### config.mk
export PLATFORM = sky130hd
export DESIGN_NAME = perm_seq_ctrl
export DESIGN_NICKNAME = d
export VERILOG_FILES = /design/src/rtl/kyber_perm_pkg.sv /design/src/rtl/perm_skid_buf.sv /design/src/rtl/perm_seq_ctrl.sv
export SDC_FILE = /design/constraint.sdc
export NUM_CORES = 1
export LEC_CHECK = 0
export ABC_AREA = 1
export ABC_CLOCK_PERIOD_IN_PS = 4200
export BUFFER_PORTS_ARGS = -buffer_cell sky130_fd_sc_hd__clkbuf_2
export CAP_MARGIN = 30
export CORE_ASPECT_RATIO = 0.5
export CORE_MARGIN = 1
export CORE_UTILIZATION = 47
export CTS_BUF_LIST = sky130_fd_sc_hd__clkbuf_16
export DETAILED_ROUTE_END_ITERATION = 8
export PLACE_DENSITY = 0.69
export SLEW_MARGIN = 20
export SYNTH_ARGS = -nofsm -noshare
export SYNTH_HDL_FRONTEND = slang
export SYNTH_SLANG_ARGS = --single-unit
### constraint.sdc
create_clock -name clk -period 4.2 [get_ports clk]
set_input_delay 0.42 -clock clk [delete_from_list [all_inputs] [get_ports clk]]
set_output_delay 0.42 -clock clk [all_outputs]
set_load 0.03 [all_outputs]
### src/rtl/kyber_perm_pkg.sv
// Shared constants and types for the Kyber coefficient-index permutation sequencer.
package kyber_perm_pkg;

  localparam int DATA_WIDTH = 5;
  localparam int ADDR_WIDTH = 7;
  localparam int STAGE_BITS = 2;
  localparam int OFFS_BITS  = 5;
  localparam int STAGE_LEN  = 32;
  localparam int NUM_STAGES = 4;

  typedef enum logic [1:0] {
    IDLE,
    RUN,
    DRAIN,
    DONE
  } state_t;

  typedef struct packed {
    logic [DATA_WIDTH-1:0] data;
    logic [STAGE_BITS-1:0] stage;
    logic                  last;
  } buf_entry_t;

endpackage

### src/rtl/perm_skid_buf.sv
// Two-entry FIFO that absorbs the one-cycle ROM read latency under consumer backpressure.
module perm_skid_buf
  import kyber_perm_pkg::*;
(
  input  logic       clk,
  input  logic       rst_n,
  input  logic       clear,
  input  logic       push,
  input  buf_entry_t push_entry,
  input  logic       pop,
  output buf_entry_t head,
  output logic [1:0] occ
);

  buf_entry_t mem [2];
  logic       rd_ptr;
  logic       wr_ptr;
  logic       do_push;
  logic       do_pop;

  assign do_pop  = pop && (occ != 2'd0);
  assign do_push = push && ((occ != 2'd2) || do_pop);
  assign head    = mem[rd_ptr];

  // NOTE: the storage is reset as well so the head fields read 0 out of reset; with only two entries this is free.
  always_ff @(posedge clk or negedge rst_n) begin
    if (!rst_n) begin
      mem[0] <= '0;
      mem[1] <= '0;
      rd_ptr <= 1'b0;
      wr_ptr <= 1'b0;
      occ    <= 2'd0;
    end else if (clear) begin
      mem[0] <= '0;
      mem[1] <= '0;
      rd_ptr <= 1'b0;
      wr_ptr <= 1'b0;
      occ    <= 2'd0;
    end else begin
      if (do_push) begin
        mem[wr_ptr] <= push_entry;
        wr_ptr      <= ~wr_ptr;
      end
      if (do_pop) begin
        rd_ptr <= ~rd_ptr;
      end
      if (do_push && !do_pop) begin
        occ <= occ + 2'd1;
      end else if (do_pop && !do_push) begin
        occ <= occ - 2'd1;
      end
    end
  end

endmodule

### src/rtl/perm_seq_ctrl.sv
// Walks a stage range of the permutation ROM and streams tagged indices downstream.
// Optional PERM_SEQ_STALL_CNT_EN adds a saturating stall_cnt output.
module perm_seq_ctrl
  import kyber_perm_pkg::*;
(
  input  logic                  clk,
  input  logic                  rst_n,
  input  logic                  start,
  input  logic                  abort,
  input  logic [STAGE_BITS-1:0] stage_first,
  input  logic [STAGE_BITS-1:0] stage_last,
  output logic [ADDR_WIDTH-1:0] rom_addr,
  input  logic [DATA_WIDTH-1:0] rom_data,
  output logic [DATA_WIDTH-1:0] idx_data,
  output logic [STAGE_BITS-1:0] idx_stage,
  output logic                  idx_last,
  output logic                  idx_valid,
  input  logic                  idx_ready,
  output logic                  busy,
  output logic                  done
`ifdef PERM_SEQ_STALL_CNT_EN
  ,
  output logic [15:0]           stall_cnt
`endif
);

  state_t                state;
  state_t                state_nxt;
  logic [STAGE_BITS-1:0] cur_stage;
  logic [STAGE_BITS-1:0] end_stage;
  logic [OFFS_BITS-1:0]  offset;
  logic                  inflight;
  logic [STAGE_BITS-1:0] inflight_stage;
  logic                  inflight_last;
  logic [1:0]            occ;
  buf_entry_t            head;
  buf_entry_t            push_entry;
  logic                  accept;
  logic                  kill;
  logic                  pop;
  logic                  room;
  logic                  issue;
  logic                  issue_last;
  logic                  offset_wrap;

  assign accept      = (state == IDLE) && start;
  assign kill        = abort && (state != IDLE);
  assign pop         = idx_valid && idx_ready;
  assign room        = ({1'b0, occ} + {2'b00, inflight}) < 3'd2;
  assign issue       = (state == RUN) && !abort && (room || pop);
  assign offset_wrap = (offset == OFFS_BITS'(STAGE_LEN - 1));
  assign issue_last  = (cur_stage == end_stage) && offset_wrap;

  assign rom_addr  = {cur_stage, offset};
  assign idx_valid = (occ != 2'd0);
  assign idx_data  = head.data;
  assign idx_stage = head.stage;
  assign idx_last  = head.last;
  assign busy      = (state != IDLE);
  assign done      = (state == DONE);

  // NOTE: every variable written here gets a default first, so no path can infer a latch.
  always_comb begin
    state_nxt = state;
    case (state)
      IDLE:    if (start) state_nxt = RUN;
      RUN:     if (issue && issue_last) state_nxt = DRAIN;
      DRAIN:   if ((occ == 2'd0) && !inflight) state_nxt = DONE;
      DONE:    state_nxt = IDLE;
      default: state_nxt = IDLE;
    endcase
    if (kill) state_nxt = IDLE;
  end

  // NOTE: sequential state uses non-blocking assignments so every register samples pre-edge values.
  always_ff @(posedge clk or negedge rst_n) begin
    if (!rst_n) begin
      state          <= IDLE;
      cur_stage      <= '0;
      end_stage      <= '0;
      offset         <= '0;
      inflight       <= 1'b0;
      inflight_stage <= '0;
      inflight_last  <= 1'b0;
    end else begin
      state    <= state_nxt;
      inflight <= issue;
      if (issue) begin
        inflight_stage <= cur_stage;
        inflight_last  <= issue_last;
      end
      if (accept) begin
        cur_stage <= stage_first;
        end_stage <= stage_last;
        offset    <= '0;
      end else if (issue) begin
        offset <= offset + 1'b1;
        if (offset_wrap) cur_stage <= cur_stage + 1'b1;
      end
    end
  end

  // The ROM word for last cycle's issue arrives now and is tagged with that issue's stage/last.
  assign push_entry = '{data: rom_data, stage: inflight_stage, last: inflight_last};

  perm_skid_buf u_skid_buf (
    .clk        (clk),
    .rst_n      (rst_n),
    .clear      (kill),
    .push       (inflight),
    .push_entry (push_entry),
    .pop        (pop),
    .head       (head),
    .occ        (occ)
  );

`ifdef PERM_SEQ_STALL_CNT_EN
  always_ff @(posedge clk or negedge rst_n) begin
    if (!rst_n) begin
      stall_cnt <= '0;
    end else if (accept) begin
      stall_cnt <= '0;
    end else if (idx_valid && !idx_ready && (stall_cnt != 16'hFFFF)) begin
      stall_cnt <= stall_cnt + 16'd1;
    end
  end
`endif

endmodule

==> results list, run 1 <==
* Result of the run: completed
- Unrepaired setup endpoints after global routing: false
- Routability-driven placement finished with a final weighted congestion of 0.7809.
- The die is 46.39 um tall.
* Cell count after synthesis: 219
- Distinct cell type count after synthesis: 26
- Once the floorplan was initialized, standard cells occupied 51.39% of the core.
- The most used flip-flop cell after synthesis is sky130_fd_sc_hd__dfrtp_1.
* Most used standard cells in the synthesized netlist: sky130_fd_sc_hd__nand2_1 (48), sky130_fd_sc_hd__inv_1 (43), sky130_fd_sc_hd__dfrtp_1 (35)
* Number of buffers on the longest clock path: 2
* DR DRC count: 0
- For this design the ratio of total power to cell area is 714.2 nW/um2.
* Area of the mapped netlist: 1852 um2
* Global-route total usage across every layer: 19.95%
- Count of boundary I/O pins: 32
- Number of inserted diodes: 0
- In this run the tightest slew margin relative to its limit is 67.10%.
- For this run, the slowest stage of the critical path takes 0.64 ns.
* Hold WC Path Type: primary input to register
- Initial antenna violation count: 0
- The tree is rooted in a sky130_fd_sc_hd__clkbuf_16.
- PortBufs: 31
- Cell type contributing the most total cell area after synthesis: sky130_fd_sc_hd__dfrtp_1
* Critical path data arrival time: 1.36 ns
- Number of global-route vias before repair: 1,418
* Total wire length after detailed routing: 3.680 mm
- Top-count cell post-synth: sky130_fd_sc_hd__nand2_1
- Slowest CP cell: sky130_fd_sc_hd__dfrtp_1
* Worst setup slack before clock tree synthesis: 2.489 ns
- Counting flops with a built-in enable in the synthesized netlist gives 0.
- The floorplan step set the die width to 90.77 um.
* Antenna violation net count after detailed routing: 0
- The max-slew violation total from the final report was 0.
* Synthesized net count: 239
* Actual slew at the worst max-slew pin: 0.4934 ns
* Cell leakage power: 0.001147 uW
- Area overhead of the layout relative to synthesis: 21.49%
- Flip-flop and latch count after synthesis: 35
- Share of final-layout standard cells stronger than drive strength 1: 23.74%
- Dividing the detail-routed via count by the number of cells gives 4.873.
* Largest net degree at the start of global routing: 36
- After synthesis, the share of flip-flops with an asynchronous set or reset is 100.0%.
- The critical path in this run is classified as register to primary output.
- The worst path uses 42.40% of the clock period.
- Max VDD drop: 0.0003507 V
- The initialized floorplan defines 15 standard-cell rows.
- Met3 Usage GRT: 5.446%
- Clock slew at reported path FFs: 0.06 ns
* Post-cts hold buffer count: 0
* Violation count after the first detailed-routing iteration: 65
- After global routing the overflow that remains totals 0.
- The clock reaches the later pin of the worst-skew pair after 0.28 ns.
* Grt met1 use: 24.61%
* Routed vias: 1,501
- Summed over all failing endpoints, the final setup total negative slack is 0 ns.
* Setup clock skew after layout: 0.003664 ns
* Level count of the clock H-tree: 2
* Detail-routed net length per standard cell: 11.95 um
- Final setup violation count: 0
- Number of buffers inserted to repair setup after CTS: 0
- Data required, critical path: 3.78 ns
- For this run, global-route usage on met2 was measured as 35.30%.
* Area of the core region: 3603 um2
- After the last flow step, the layout net total stands at 276.
- The die covers 4210 um2.
- For this run, the number of Yosys warnings is 0.
* Sinks on the clock net: 35
- Yosys attributes the largest share of cell area to sky130_fd_sc_hd__dfrtp_1 (47%), sky130_fd_sc_hd__nand2_1 (9.7%), sky130_fd_sc_hd__inv_1 (8.7%).
- CTS buffer count: 5
- The clock period could shrink to 1.781 ns.
* Setup slack of the critical path after layout: 2.419 ns
- TritonCTS built the clock tree.
- Sequential cells were found to cover 47.30% of the synthesized design area.
- Filler cell count in the final layout: 325
- Critical path peak fanout: 18
* Final HPWL from detailed placement: 2.547 mm
- The tool flagged a number of max-cap violations equal to 0.
- Startpoint Class: register
* CP endpoint kind: primary output
- Share of the synthesized area in the top cell type: 47.30%
- The hold violation total from the final report was 0.
* Mean Syn Cell Area: 8.456 um2
- Peak-usage layer in the global routing report: met2
- Derived from the worst setup path, the maximum achievable clock frequency is 561.5 MHz.
- Traced cell by cell, the critical path runs through nand2_1 -> o21ai_0 -> clkbuf_2.
- Global-route wire length before repair: 6.279 mm
* Router iterations before antenna repair: 4
* Post-CTS sizing: 0
cells by family after synthesis:
kind of cell / count (synthesis) / synth area share (%)
AO/OA/AOI/OAI: 46 / 15.14
XOR/XNOR: 2 / 0.9461
adder cells (fa/ha/maj): 6 / 4.054
buffers and inverters: 49 / 11.42
flip-flops: 35 / 47.30
AND/OR/NAND/NOR: 81 / 21.15
per-layer routing:
metal / up-vias / share of wire, %
met5: - / 0
met4: 0 / 0.82
met3: 7 / 3.5
met2: 26 / 48
met1: 704 / 48
li1: 764 / -
cells in the final DEF, fill, tap and decap left out:
master and n:
sky130_fd_sc_hd__nand2_2 4, sky130_fd_sc_hd__clkbuf_16 5, sky130_fd_sc_hd__dfrtp_1 35, sky130_fd_sc_hd__inv_2 1, sky130_fd_sc_hd__xnor2_1 2, sky130_fd_sc_hd__clkbuf_2 31, sky130_fd_sc_hd__bufinv_8 1, sky130_fd_sc_hd__clkinv_4 2
sky130_fd_sc_hd__nand3_4 1, sky130_fd_sc_hd__ha_1 6, sky130_fd_sc_hd__nor2_2 3, sky130_fd_sc_hd__inv_1 43, sky130_fd_sc_hd__a21oi_1 4, sky130_fd_sc_hd__nor3_1 1, sky130_fd_sc_hd__buf_12 1, sky130_fd_sc_hd__o21ai_1 4
sky130_fd_sc_hd__o21ai_0 18, sky130_fd_sc_hd__nand2_4 3, sky130_fd_sc_hd__a21oi_2 2, sky130_fd_sc_hd__nand3_2 2, sky130_fd_sc_hd__clkinv_2 1, sky130_fd_sc_hd__o22ai_1 16, sky130_fd_sc_hd__bufinv_16 1, sky130_fd_sc_hd__nand2_1 48
sky130_fd_sc_hd__dlygate4sd3_1 1, sky130_fd_sc_hd__o21ai_4 2, sky130_fd_sc_hd__nor2_4 1, sky130_fd_sc_hd__nand3_1 10, sky130_fd_sc_hd__nor2_1 8
power breakdown:
| part | total [uW] | leakage (uW) | internal, uW | switching [uW] |
|---|---|---|---|---|
| sequential | 529 | 0.000467 | 437 | 92.1 |
| clock | 418 | 0.0000838 | 279 | 138 |
| combinational | 660 | 0.000596 | 219 | 441 |
per-stage QoR:
stage	area (um2)	hold WS [ns]	total power (uW)	cells	utilization (%)
floorplan	1852	0.1244	1037	219	-
finish	2250	0.3489	1607	308	62.43
CTS	2220	0.2842	1618	306	61.60
global route	2250	0.3583	1725	308	62.43
detailed placement	2051	0.5065	1188	298	56.91
global placement	2051	0.4970	1170	298	56.91
flip-flops by register name (all words and copies together), names as in the netlist:
| signal | count |
|---|---|
| u_skid_buf.mem | 16 |
| offset | 5 |
| cur_stage | 2 |
| end_stage | 2 |
| inflight_stage | 2 |
| state | 2 |
| u_skid_buf.occ | 2 |
| inflight | 1 |
| inflight_last | 1 |
| u_skid_buf.rd_ptr | 1 |
| u_skid_buf.wr_ptr | 1 |
worst max-delay path: cells and delay by family (launching register included):
| family | cells | cell delay, ns |
|---|---|---|
| and+or+nand+nor | 1 | 0.09 |
| AOI/OAI and AO/OA | 1 | 0.11 |
| DFF | 1 | 0.64 |
| buffers and inverters | 1 | 0.24 |
final cells by class:
class	count	area [um2]	share of cell area (%)
Timing Repair Buffer	33	185.2	8.231
Clock inverter	3	43.79	1.947
Clock buffer	5	125.1	5.562
Tap cell	51	63.81	2.836
Inverter	46	191.4	8.509
Sequential cell	35	875.8	38.93
Multi-Input combinational cell	135	764.5	33.98
worst paths after layout:
check / start / end / slack, ns / cells after the start
setup / recovery: u_skid_buf.rd_ptr$_DFFE_PN0P_ / idx_last / 2.42 / 3
hold / removal: stage_last[1] / end_stage[1]$_DFFE_PN0P_ / 0.35 / 3
setup reg to reg: state[1]$_DFFE_PN0P_ / state[1]$_DFFE_PN0P_ / 2.48 / 9
hold reg to reg: u_skid_buf.mem[12]$_DFFE_PN0P_ / u_skid_buf.mem[12]$_DFFE_PN0P_ / 0.51 / 2
max in group asynchronous: rst_n / inflight_stage[1]$_DFFE_PN0P_ / 3.27 / 3
min in group asynchronous: rst_n / offset[2]$_DFFE_PN0P_ / 0.52 / 2
(Power assumes the default switching activity.)
==> inputs of run 2 (changes only) <==
Settings changed: ABC_CLOCK_PERIOD_IN_PS 4200 to 1500, PLACE_DENSITY 0.69 to 0.71.
Clock period 4.2 ns to 1.5 ns, I/O delays scaled along.
==> run 2 against run 1 <==
Final area up 5.7%. Clock skew barely moved. First-iteration DRC count down 14%. Critical endpoint is now state[0]$_DFFE_PN0P_. Sequential power rose to 2.8 times the previous value. Final cell count rose by 3.9%. Via count is 2.6% higher. Core utilization rose by 3.5 points. Global-route usage fell by 0.11 points.
==> results list, run 2 (synthesis results as in run 1) <==
- Initial cell density of the core: 51.39% (unchanged)
- Data required, critical path: 1.67 ns (-2.11 ns)
* Critical Path End: state[0]$_DFFE_PN0P_
- MaxCap Viol Count: 0 (unchanged)
- STA classifies the critical path endpoint as a register.
- The largest individual stage delay along the critical path comes from the cell sky130_fd_sc_hd__dfrtp_2.
- The layout cell share with drive strength beyond 1 was 31.60% (+7.9 points).
- Final setup violation count: 0 (unchanged)
- Count of boundary I/O pins: 32 (unchanged)
- Max VDD drop: 0.0008725 V (+150%)
- The count of unresolved DRC violations after routing is 0 (unchanged).
- Worst setup slack before clock tree synthesis: -0.05498 ns (-2.544 ns)
- The global placer's final weighted congestion is 0.8116 (+3.9%).
- Area used by multi-input combinational logic: 810.8 um2 (+6.1%)
- The flip-flop count of the largest register after layout came to 16 (unchanged).
- The most critical setup path has its startpoint at offset[1]$_DFFE_PN0P_.
- The total die area is 4210 um2 (unchanged).
- Most frequent standard cell in the layout excluding fill and tap cells: sky130_fd_sc_hd__nand2_1
* Number of cell rows: 15 (unchanged)
- TritonCTS clock tree: built
* Total wire length after detailed routing: 3.876 mm (+5.3%)
- In the layout the commonest cells are sky130_fd_sc_hd__nand2_1 (44), sky130_fd_sc_hd__inv_1 (43), sky130_fd_sc_hd__dfrtp_1 (32), sky130_fd_sc_hd__clkbuf_2 (30), sky130_fd_sc_hd__o21ai_0 (17).
- The final total power came to 4727 uW (+190%).
- Hold WC Path Type: primary input to register
* Cell family contributing the most delay on the critical path: simple AND/OR/NAND/NOR gates
- Reg-to-reg startpoint: offset[1]$_DFFE_PN0P_
- Accumulated negative setup slack: 0 ns (unchanged)
- The leakage power figure came to 0.001212 uW (+5.7%).
- Area of the core region: 3603 um2 (unchanged)
* Setup clock skew after layout: 0.003699 ns (+0.00003475 ns)
- Rel. slew slack: 69.82% (+2.7 points)
- Router iterations before antenna repair: 4 (unchanged)
* Flip-flop and latch area: 879.6 um2 (+0.43%)
- Global-route total usage across every layer: 19.84% (-0.11 points)
- Initial antenna violation count: 0 (unchanged)
- The highest fanout seen on the critical path was 3 (-15).
- The count of nets left with antenna violations after detail routing was 0 (unchanged).
- Number of cells on the critical path: 11 (+8)
- Area overhead of the layout relative to synthesis: 28.38%
- Traced cell by cell, the critical path runs through ha_4 -> nand2_4 -> nor2_4 -> ha_2 -> nand3_2 -> nor2_1 -> nand2_1 -> nand2_2 -> nand2_2 -> nand2_1 -> nand2_1.
- Internal reg-to-reg setup slack: 0.008 ns (-2.47 ns)
* CTS buffer count: 5 (unchanged)
* Root Buffer Master: sky130_fd_sc_hd__clkbuf_16
- The antenna diode count is 0 (unchanged).
- PortBufs: 31 (unchanged)
- The pin count of the biggest net entering global routing came to 36 (unchanged).
* Die Wd: 90.77 um (unchanged)
- Highest clock rate: 670.1 MHz
- The y dimension of the die was 46.39 um (unchanged).
- Unrepaired setup endpoints after global routing: true
- The clock-pin transition on the worst setup and hold timing paths was 0.05 ns (about the same).
- The routed via count came to 1,540 (+2.6%).
* Buffers and inverters on the worst path: 0 (-1)
- The source-to-sink clock delay at the later pin of the worst-skew pair came to 0.28 ns (about the same).
- The worst slack on hold paths was 0.07804 ns (-0.2709 ns).
* Areal power density over the cells: 1988 nW/um2 (+180%)
- The maximum count of clock buffers along a single path came to 2 (unchanged).
- The hold violation total from the final report is 0 (unchanged).
* Type of the worst setup path: register to register
- Level count of the clock H-tree: 2 (unchanged)
* Violation count after the first detailed-routing iteration: 56 (-14%)
- Startpoint Class: register
- Total congestion overflow: 0 (unchanged)
* Reg with most FFs: u_skid_buf.mem
* Detail-routed net length per standard cell: 12.11 um (+1.4%)
- The instance count along the most critical hold path is 3 (unchanged).
- The setup slack after layout came to 0.007708 ns (-2.411 ns).
* Filler cell count in the final layout: 306 (-5.8%)
- Highest cell delay on the worst timing path: 0.38 ns (-0.26 ns)
- Actual slew at the worst max-slew pin: 0.4527 ns (-0.04078 ns)
* Final HPWL from detailed placement: 2.660 mm (+4.5%)
- Number of cell instances on the worst register-to-register path: 11 (+2)
- Largest registers: u_skid_buf.mem x16, offset x5
- The via count normalized by instance count came to 4.813 (-1.2%).
* Result of the run: completed
* Share of the clock period used by the worst path: 99.49%
- Sinks on the clock net: 35 (unchanged)
* Global-route wire length before repair: 6.154 mm (-2.0%)
- Number of global-route vias before repair: 1,356 (-4.4%)
- Count of pins over their slew limit: 0 (unchanged)
* Critical path data arrival time: 1.66 ns (+0.30 ns)
* Critical register-to-register path endpoint: state[0]$_DFFE_PN0P_
* Final layout net count: 288 (+4.3%)
- Top cell by count, worst path: sky130_fd_sc_hd__nand2_1
- For the finished layout, the period the worst path requires is 1.492 ns.
[run 2: cell types whose count changed in the layout (fill, tap and decap cells not counted), sizes merged]
cell,previous run,this run
clkbuf,36,35
buf,1,14
[run 2: timing repair]
| item | in CTS | in global routing |
|---|---|---|
| hold buffers | 1 | 0 |
| cloned | 0 | 0 |
| endpoints found under the hold margin | 35 | 0 |
| pin swaps | 1 | 7 |
| gates resized for setup | 2 | 9 |
| endpoints found under the setup margin | 10 | 24 |
| buffers inserted | 1 | 2 |
[run 2: worst min path at each step]
stage                             start                       end  slack [ns]
after floorplan                   rst_n  cur_stage[0]$_DFFE_PN0P_       -0.15
after global placement            rst_n  end_stage[1]$_DFFE_PN0P_        0.21
after detailed placement          rst_n  end_stage[1]$_DFFE_PN0P_        0.21
after CTS                 stage_last[0]  end_stage[0]$_DFFE_PN0P_        0.07
after global routing      stage_last[0]  end_stage[0]$_DFFE_PN0P_        0.10
final                     stage_last[0]  end_stage[0]$_DFFE_PN0P_        0.08
[run 2: worst register-to-register path, delay by kind of cell, from the launching register on]
family	cells	cell delay, ns
DFF	1	0.38
and+or+nand+nor	9	0.66
adders and majority gates	2	0.34
[run 2: report_power, final]
group | internal (uW) | leakage [uW] | total (uW) | switching, uW
combinational | 763 | 0.000665 | 2090 | 1320
clock | 782 | 0.0000838 | 1160 | 381
sequential | 1230 | 0.000463 | 1480 | 249
[run 2: layer usage]
metal,track usage (%),up-vias,share of wire [%]
met3,5.116,5,3.3
li1,-,789,-
met5,0,-,0
met1,25.54,719,49
met2,33.18,27,47
met4,7.937,0,1.2
[run 2: cell type report]
| type | count | share of cell area [%] |
|---|---|---|
| Clock buffer | 5 | 5.263 |
| Multi-Input combinational cell | 135 | 34.11 |
| Tap cell | 51 | 2.684 |
| Inverter | 46 | 8.053 |
| Clock inverter | 3 | 1.842 |
| Sequential cell | 35 | 37.00 |
| Timing Repair Buffer | 45 | 11.05 |
[run 2: per-stage QoR]
stage | utilization [%] | instance area, um2 | cells
6_report | 65.97 | 2377 | 320
2_1_floorplan | - | 1872 | 219
3_3_place_gp | 59.76 | 2153 | 309
5_1_grt | 65.97 | 2377 | 320
4_1_cts | 65.03 | 2344 | 319
3_5_place_dp | 59.76 | 2153 | 309
